**src/rtl/cpu_pkg.sv**
```systemverilog
// Shared CPU definitions: shift sequencer state encoding and shift-kind selects.
// Imported by the execute-stage shift sequencer and its datapath.
package cpu_pkg;

  typedef enum logic [1:0] {
    IDLE,
    SHIFT,
    DONE
  } sr_state_t;

  localparam logic SHIFT_LOGICAL = 1'b0;
  localparam logic SHIFT_ARITH   = 1'b1;

endpackage

```
**src/rtl/srl_seq_sr1.sv**
```systemverilog
// sr1: single-step right shift, vacated MSB taken from fill.
// Ports: din (operand), fill (bit entering MSB), dout (shifted value).
module sr1 #(
  parameter int n = 32
) (
  input  logic [n-1:0] din,
  input  logic         fill,
  output logic [n-1:0] dout
);

  assign dout = {fill, din[n-1:1]};

endmodule

```
**src/rtl/srl_seq.sv**
```systemverilog
// srl_seq: iterative srl/sra, one bit per clock, start/busy/done handshake.
// Ports: clk, reset (async high), start, arith, num, shamt -> result, busy, done.
module srl_seq
  import cpu_pkg::*;
#(
  parameter int n   = 32,
  parameter int SHW = $clog2(n)
) (
  input  logic           clk,
  input  logic           reset,
  input  logic           start,
  input  logic           arith,
  input  logic [n-1:0]   num,
  input  logic [SHW-1:0] shamt,
  output logic [n-1:0]   result,
  output logic           busy,
  output logic           done
);

  sr_state_t      state;
  logic [SHW-1:0] count;
  logic           fill;
  logic [n-1:0]   step;

  sr1 #(.n(n)) u_sr1 (
    .din  (result),
    .fill (fill),
    .dout (step)
  );

  assign busy = (state == SHIFT);
  assign done = (state == DONE);

  always_ff @(posedge clk or posedge reset) begin
    if (reset) begin
      state  <= IDLE;
      result <= '0;
      count  <= '0;
      fill   <= 1'b0;
    end else begin
      unique case (state)
        IDLE, DONE: begin
          if (start) begin
            result <= num;
            count  <= shamt;
            // Sign captured once so every step refills with it.
            fill   <= (arith == SHIFT_ARITH) ? num[n-1] : 1'b0;
            state  <= (shamt == '0) ? DONE : SHIFT;
          end else begin
            state  <= IDLE;
          end
        end
        SHIFT: begin
          result <= step;
          count  <= count - 1'b1;
          if (count == SHW'(1))
            state <= DONE;
        end
        default: state <= IDLE;
      endcase
    end
  end

endmodule
```
**config.mk**
```make
export PLATFORM = sky130hd
export DESIGN_NAME = srl_seq
export DESIGN_NICKNAME = d
export VERILOG_FILES = /design/src/rtl/cpu_pkg.sv /design/src/rtl/srl_seq_sr1.sv /design/src/rtl/srl_seq.sv
export SDC_FILE = /design/constraint.sdc
export NUM_CORES = 1
export LEC_CHECK = 0
export CAP_MARGIN = 30
export CORE_MARGIN = 2
export CORE_UTILIZATION = 47
export CTS_CLUSTER_SIZE = 10
export DETAILED_ROUTE_END_ITERATION = 10
export PLACE_DENSITY = 0.95
export SETUP_SLACK_MARGIN = 0.5
export SLEW_MARGIN = 20
export SYNTH_ARGS = -nofsm -noshare
export SYNTH_HDL_FRONTEND = slang
export SYNTH_SLANG_ARGS = --single-unit
```
**constraint.sdc**
```tcl
create_clock -name clk -period 3.72 [get_ports clk]
set_input_delay 0.744 -clock clk [delete_from_list [all_inputs] [get_ports clk]]
set_output_delay 0.744 -clock clk [all_outputs]
set_load 0.02 [all_outputs]
```
# After elaboration in Yosys (flattened, before gate mapping)
# Cells that the tools add are included.
dict set report classes {
  muxes 9
  add_sub_neg 1
  n_eq_ne 5
  reduce_logical 6
}
# cell count
set ops {}
lappend ops {{32-bit case mux with 2 select lines} 1}
lappend ops {{32-bit 2-to-1 mux} 1}
lappend ops {{5-bit case mux with 2 select lines} 1}
lappend ops {{2-bit 2-to-1 mux} 3}
lappend ops {{5-bit by 1-bit equality test with 1-bit output, second input constant} 1}
lappend ops {{5-bit zero test} 1}
lappend ops {{5-bit 2-to-1 mux} 1}
lappend ops {{5-bit by 1-bit subtractor with 5-bit output, second input constant} 1}
lappend ops {{2-bit case mux with 2 select lines} 1}
lappend ops {{2-bit AND reduction} 2}
lappend ops {{2-bit by 1-bit equality test with 1-bit output, second input constant} 1}
lappend ops {{2-bit equality test, second input constant} 1}
lappend ops {{2-bit zero test} 1}
lappend ops {{2-bit by 1-bit inequality test with 1-bit output, second input constant} 1}
lappend ops {{2-bit inequality test, second input constant} 1}
lappend ops {{2-bit nonzero test} 1}
lappend ops {{2-bit OR reduction} 1}
lappend ops {{1-bit 2-to-1 mux} 1}
dict set report totals {
  input_bits 41
  regBits 40
  out_inout_bits 34
  word_cells 25
}

# Depth between registers and ports, before layout
# Gate-level depths: netlist of run 1.
dict set report depth {
  ltp_word 4
  depth_mapped 5
  ltp_nobuf 5
}

# Hierarchy
# A second synthesis of run 1 with hierarchy kept.
dict set report hier_totals {
  cells_unflattened 250
  area_unflattened_um2 2110.8
}
# mod cells_per_inst seq_area_each_um2 instances area_per_inst_um2
set by_module_without_submodules {}
lappend by_module_without_submodules {srl_seq 218 1001.0 1 1870.5}
lappend by_module_without_submodules {sr1 32 0.0 1 240.2}

# Least setup slack after synthesis of run 1
# Ideal clock, no wire load.
dict set report synth_timing {
  path_type {input -> register}
  from {input shamt[2]}
  to {register state[0]}
  slack_ns 2.138
  arrival_time_ns 1.443
  t_required_ns 3.581
  stages 3
  n_path_buf 0
  cell_sequence {or4_4 -> nor2_4 -> o22ai_1}
}
dict set report synth_between {
  elab_chain_cells 4
}
# item line
set synth_lines {}
lappend synth_lines {{start, declared} srl_seq.sv:14} ;# input logic [SHW-1:0] shamt,
lappend synth_lines {{5-bit zero test} srl_seq.sv:48} ;# state <= (shamt == '0) ? DONE : SHIFT;
lappend synth_lines {{2-bit 2-to-1 mux} srl_seq.sv:48}
lappend synth_lines {{2-bit 2-to-1 mux} srl_seq.sv:43} ;# if (start) begin
lappend synth_lines {{2-bit case mux with 2 select lines} srl_seq.sv:41} ;# unique case (state)
lappend synth_lines {{end signal, assigned} srl_seq.sv:48}
lappend synth_lines {{end, declared} srl_seq.sv:20} ;# sr_state_t state;
# Every way passes these cells.
# A chain may end at the register's enable or synchronous reset.

# Worst setup path in the final report of run 1
dict set report layout_timing {
  from {input start}
  to {register result[6]}
}
dict set report layout_between {
  elab_chain_cells 2
}
# item line
set layout_lines {}
lappend layout_lines {{start, declared} srl_seq.sv:11} ;# input logic start,
lappend layout_lines {{2-bit inequality test (no line)} n/a}
lappend layout_lines {{2-bit AND reduction (no line)} n/a}
lappend layout_lines {{end signal, assigned} srl_seq.sv:44} ;# result <= num;
lappend layout_lines {{end signal, assigned} srl_seq.sv:54} ;# result <= step;
lappend layout_lines {{end, declared} srl_seq.sv:15} ;# output logic [n-1:0] result,
# Every way passes these cells.

==> metrics.yaml, run 1 <==
slowest_stage: "nor2b_2"
syn_inst: 221
place_congestion: 0.7693
cpPeakStageDelay_ns: 0.63
final_common_cell: "clkdlybuf4s50_1"
cts_tree: "built"
setup_viol: 0
core_area_sq_mm: 0.003971
wl_per_cell_microns: 13.83
powerDensity_mw_per_mm2: 841.3
cp_max_fo: 23
cts_setup_buffers: 0
cp_num_buf_inv: 2
grt_pass1_wl_mm: 7.728
leakage_nw: 1.173
grt-ovfl-total: 0
path_clk_slew_ns: 0.08
htree_levels: 2
crit_path_end_kind: "register"
cpLargestDelayFamily: "buffers and inverters"
cts_resized: 0
outcome: "finished, final reports clean"
slew_viol_final: 0
timing.setup.tns_ns: 0
ant_nets: 0
rows: 23
hold_viol: 0
fin_area_sq_mm: 0.002748
start_kind: "input pin"
cts_made_buffers: 5
ys_seq_area_frac: 0.5185
grt_max_degree: 73
clockRootBuffer: "clkbuf_8"
start_util: 0.4861
n_antenna_cell: 0
port_buffers: 74
io_pins: 75
whs_ns: 0.4864
syn_to_final_growth_pct: 42.32
worstHoldPathType: "reg -> reg"
ys_ff_latch: 40
finalClockSkew_ns: 0.006929
avgSynthCellArea_sq_um: 8.736
fin_nets: 332
maxCapViolations: 0
place_area_sq_mm: 0.002655
max_freq_mhz: 427.5
arrival_ns: 2.54
final.min_clock_period_ns: 2.339
relSlewSlack: 0.4940
cp_cell_sequence: "clkdlybuf4s50_1 -> nor2b_2 -> buf_4 -> nand2_1 -> a31oi_1"
hold_buffers: 0
num_vias: 1812
wirelength_mm: 4.703
final_cell_mix: "clkdlybuf4s50_1, nand2_1, dfrtp_1"
die_w_microns: 68.09
grt_pass1_vias: 1822
grt_setup_unrepaired: "no"
die_h_microns: 68.09
cts_num_sinks: 40
synth_area_sq_mm: 0.001931
crit_required_ns: 3.92
drtIter0Drc: 106
vias_per_cell: 5.329
yosys_warnings: 0
synth_nets: 264
critPathKind: "in -> reg"
groute.usage.overall: 0.2181
layout-drive-gt1-share: 0.06207
tightest_slew_ns: 0.7556
dieArea_sq_mm: 0.004636
ctsLongestPathBuffers: 2
synth.distinct_cells: 29
ir_worst_vdd_v: 0.0004057
fin_crit_sh: 0.6289
insertion_delay_ns: 0.29
drc: 0
dp_hpwl_mm: 3.240
antenna_found_initial: 0
drt_pass1_iterations: 4
[cell families after synthesis]
family	share of synthesized area
AOI/OAI and AO/OA	0.1419
adders and majority gates	0.01296
buffers and inverters	0.06675
DFF	0.5185
muxes	0.005185
and+or+nand+nor	0.2547
[worst paths after layout]
check | startpoint | to | slack [ns] | cells after the start
hold reg to reg | fill | fill | 0.49 | 2
max in group asynchronous | reset | result[15] | 2.49 | 3
setup reg to reg | state[0] | result[6] | 1.91 | 4
setup / recovery | start | result[6] | 1.38 | 5
min in group asynchronous | reset | result[8] | 0.88 | 3
hold / removal | fill | fill | 0.49 | 2
[flip-flops by register name (all words and copies together) (netlist names)]
signal,count
fill,1
count,5
result,32
state,2
[worst reg2reg max path: stages (launching register included)]
cell and delay [ns]:
dfrtp_1 0.42, nor2b_2 0.62, buf_4 0.39, nand2_1 0.10, a31oi_1 0.21
[layout make-up]
cell class	count	area [sq um]
fill	347	1224
sequential	40	1001
multi-input combinational	160	805.8
timing repair buffer	78	770.7
clock buffer	6	82.58
tap	50	62.56
inverter	4	15.01
clock inverter	2	10.01
[cell usage after synthesis]
master | n | area, sq um
nor3b_1 | 2 | 15.01
buf_4 | 4 | 30.03
a22o_4 | 1 | 17.52
o31ai_1 | 1 | 7.510
nor2_1 | 32 | 120.1
buf_2 | 10 | 50.05
inv_2 | 1 | 3.750
o22ai_1 | 1 | 6.260
a221o_1 | 1 | 10.01
ha_1 | 2 | 25.02
or4_4 | 1 | 11.26
and3_1 | 1 | 6.260
dfrtp_1 | 40 | 1001
nor2b_1 | 2 | 12.51
a32oi_1 | 1 | 8.760
nor4b_1 | 1 | 8.760
o32ai_1 | 1 | 8.760
or3_1 | 2 | 12.51
nand2b_1 | 2 | 12.51
buf_6 | 3 | 33.78
nand2_1 | 67 | 251.5
a22oi_1 | 1 | 7.510
nor3_1 | 2 | 10.01
nand3_1 | 4 | 20.02
nor2_4 | 1 | 11.26
mux2i_1 | 1 | 10.01
inv_1 | 3 | 11.26
a31oi_1 | 32 | 200.2
o211ai_1 | 1 | 7.510
[metal layers]
metal | wire, microns | part of all wire | up-vias | global-route usage
met1 | 1980 | 0.42 | 858 | 0.2535
met3 | 307 | 0.065 | 4 | 0.05757
met5 | 0 | 0 | - | 0
li1 | - | - | 880 | -
met4 | 45 | 0.0096 | 0 | 0.07500
met2 | 2370 | 0.50 | 70 | 0.3871
[through the flow]
stage	std cells	worst slack, ns	power [W]	utilization
4_1_cts	340	1.377	0.002322	0.6919
3_5_place_dp	332	1.082	0.002020	0.6686
5_1_grt	340	1.200	0.002496	0.6919
6_report	340	1.381	0.002312	0.6919
2_1_floorplan	221	2.058	0.001564	-
3_3_place_gp	332	1.150	0.001964	0.6686
[power by group]
part           total (W)  internal (W)  switching [W]
sequential      0.000804      0.000639       0.000166
combinational    0.00121      0.000548       0.000665
clock           0.000295      0.000148       0.000147
No activity file was read; power rests on OpenSTA's default activity.
==> run 2, diff against run 1 <==
--- a/config.mk
+++ b/config.mk
@@ -7,10 +7,10 @@
 export LEC_CHECK = 0
 export CAP_MARGIN = 30
 export CORE_MARGIN = 2
-export CORE_UTILIZATION = 47
+export CORE_UTILIZATION = 43
 export CTS_CLUSTER_SIZE = 10
 export DETAILED_ROUTE_END_ITERATION = 10
-export PLACE_DENSITY = 0.95
+export PLACE_DENSITY = 0.89
 export SETUP_SLACK_MARGIN = 0.5
 export SLEW_MARGIN = 20
 export SYNTH_ARGS = -nofsm -noshare
==> constraint.sdc (replaced) <==
create_clock -name clk -period 2.2 [get_ports clk]
set_input_delay 0.44 -clock clk [delete_from_list [all_inputs] [get_ports clk]]
set_output_delay 0.44 -clock clk [all_outputs]
set_load 0.02 [all_outputs]
==> metrics.yaml, run 2 (synthesized netlist as in run 1, its figures left out) <==
pwr-share-seq: 0.361  # +0.013
die_w_microns: 71.01  # +4.3%
hold_path.startpoint: "fill"
arrival_ns: 1.16  # -1.38 ns
max_freq_mhz: 623.8
regArea_sq_mm: 0.001001  # unchanged
hold_buffers: 0  # unchanged
start_util: 0.4434  # -0.04275
slowest_stage: "dfrtp_1"
powerDensity_mw_per_mm2: 1357  # +61%
ir_worst_vdd_v: 0.0006648  # +64%
fin_nets: 334  # +0.60%
regToRegStartpoint: "state[0]"
post-route-util: 0.6284  # -0.06342
maxCapViolations: 0  # unchanged
p_int_w: 0.002098  # +57%
fin_crit_sh: 0.7287
core_area_sq_mm: 0.004354  # +9.6%
multi_input_area_sq_um: 805.8  # unchanged
ant_nets: 0  # unchanged
cp_num_cells: 3  # -2
groute.usage.overall: 0.1953  # -0.02287
final_cell_mix: "nand2_1, dfrtp_1, clkdlybuf4s50_1"
hold_viol: 0  # unchanged
outcome: "finished, final reports clean"
place_congestion: 0.7235  # -6.0%
num_vias: 1818  # +0.33%
cp_cell_sequence: "nand2b_2 -> inv_2 -> clkbuf_2"
largest_reg_flops: 32  # unchanged
grt_max_degree: 73  # unchanged
drc: 0  # unchanged
post-place-ws_ns: 0.3101  # -0.7718 ns
worstHoldPathType: "reg -> reg"
power.switching_w: 0.001615  # +65%
grt-busiest-layer: "met2"
r2r-end: "count[2]"
setup_viol: 0  # unchanged
vias_per_cell: 5.285  # -0.84%
combPwrFrac: 0.507  # -0.018
io_pins: 75  # unchanged
whs_path_depth: 2  # unchanged
cp_num_buf_inv: 2  # unchanged
grt-ovfl-total: 0  # unchanged
timing.setup.tns_ns: 0  # unchanged
rows: 24  # +4.3%
htree_levels: 2  # unchanged
drtIter0Drc: 125  # +18%
cts_made_buffers: 5  # unchanged
cp_max_fo: 7  # -70%
wl_per_cell_microns: 13.57  # -1.9%
n_antenna_cell: 0  # unchanged
cpLargestDelayFamily: "flip-flops"
layout-drive-gt1-share: 0.06507  # +0.003000
grt_setup_unrepaired: "no"
final.min_clock_period_ns: 1.603
drt_pass1_iterations: 5  # +1
cpPeakStageDelay_ns: 0.37  # -0.26 ns
grt_pass1_wl_mm: 7.955  # +2.9%
relSlewSlack: 0.6074  # +0.1134
slew_viol_final: 0  # unchanged
cts_tree: "built"
cts_setup_buffers: 0  # unchanged
wirelength_mm: 4.667  # -0.77%
p_sw_frac: 0.4350  # +0.01228
start_kind: "register"
crit_required_ns: 1.76  # -2.16 ns
met3_usage: 0.04416  # -0.01341
met1_usage: 0.2500  # -0.003476
clock_power_share: 0.132  # +0.004
ctsLongestPathBuffers: 2  # unchanged
grt_util_met2: 0.3313  # -0.05588
tightest_slew_ns: 0.5807  # -0.1749 ns
critPathKind: "reg -> out"
crit_path_end_kind: "primary output"
port_buffers: 74  # unchanged
clockRootBuffer: "clkbuf_8"
largest-register: "result"
die_h_microns: 71.01  # +4.3%
fin_ws_ns: 0.5968  # -0.7839 ns
antenna_found_initial: 0  # unchanged
fillers: 373  # +7.5%
top_regs: "result (32), count (5), state (2)"
dieArea_sq_mm: 0.005042  # +8.7%
r2r_cells: 4  # unchanged
finalClockSkew_ns: 0.004527  # -0.002402 ns
insertion_delay_ns: 0.28  # about the same
dp_hpwl_mm: 3.278  # +1.2%
cts_num_sinks: 40  # unchanged
reg2reg_slack_ns: 0.70  # -1.21 ns
final_common_cell: "nand2_1"
leakage_nw: 1.199  # +2.2%
grt_pass1_vias: 1742  # -4.4%
syn_to_final_growth_pct: 41.74
path_clk_slew_ns: 0.07  # about the same
holdPathEnd: "fill"
==> run 2: power by group through the flow <==
stage	registers (W)	clock network (W)	logic [W]
2_1_floorplan	0.00163	0	0.00102
4_1_cts	0.00134	0.000508	0.00190
5_1_grt	0.00140	0.000534	0.00209
3_3_place_gp	0.00135	0	0.00200
3_5_place_dp	0.00136	0	0.00208
6_report	0.00134	0.000490	0.00188
==> run 2: how the worst max path moves through the flow <==
stage | startpoint | end | slack (ns)
after CTS | state[1] | busy | 0.44
final | state[1] | busy | 0.60
after detailed placement | start | result[28] | 0.31
after global placement | start | result[12] | 0.42
after floorplan | reset | count[0] | 0.84
after global routing | start | result[28] | 0.51
==> run 2: metal layers <==
| metal | vias up | routed length, microns | part of all wire |
|---|---|---|---|
| met1 | 853 | 1996 | 0.43 |
| met3 | 4 | 269 | 0.058 |
| li1 | 891 | - | - |
| met2 | 70 | 2374 | 0.51 |
| met5 | - | 0 | 0 |
| met4 | 0 | 27 | 0.0058 |
==> run 2: what timing repair did <==
item                                    in CTS  in global routing
pin swaps                                    0                  0
gates cloned                                 0                  0
resized for setup                           33                  4
endpoints found under the setup margin      33                  3
hold endpoints to repair                     0                  0
==> run 2: stage by stage <==
| step | std cells | instance area (sq um) | total power, W | hold slack (ns) |
|---|---|---|---|---|
| 2_1_floorplan | 221 | 1931 | 0.002645 | 0.4394 |
| 3_3_place_gp | 336 | 2685 | 0.003355 | 0.4539 |
| 3_5_place_dp | 336 | 2685 | 0.003438 | 0.4572 |
| 4_1_cts | 344 | 2734 | 0.003750 | 0.4748 |
| 5_1_grt | 344 | 2736 | 0.004027 | 0.5049 |
| 6_report | 344 | 2736 | 0.003712 | 0.4704 |
==> run 2: worst reg2reg max path, stage by stage (launching register included) <==
cell,delay (ns)
dfrtp_1,0.42
nand2b_2,0.11
buf_6,0.39
mux2i_1,0.15
a221o_1,0.31
==> run 2: area by class of cell <==
cell class | count | area share
Sequential cell | 40 | 0.3658
Multi-Input combinational cell | 160 | 0.2945
Inverter | 4 | 0.005487
Tap cell | 52 | 0.02378
Timing Repair Buffer | 80 | 0.2775
Clock buffer | 8 | 0.03292
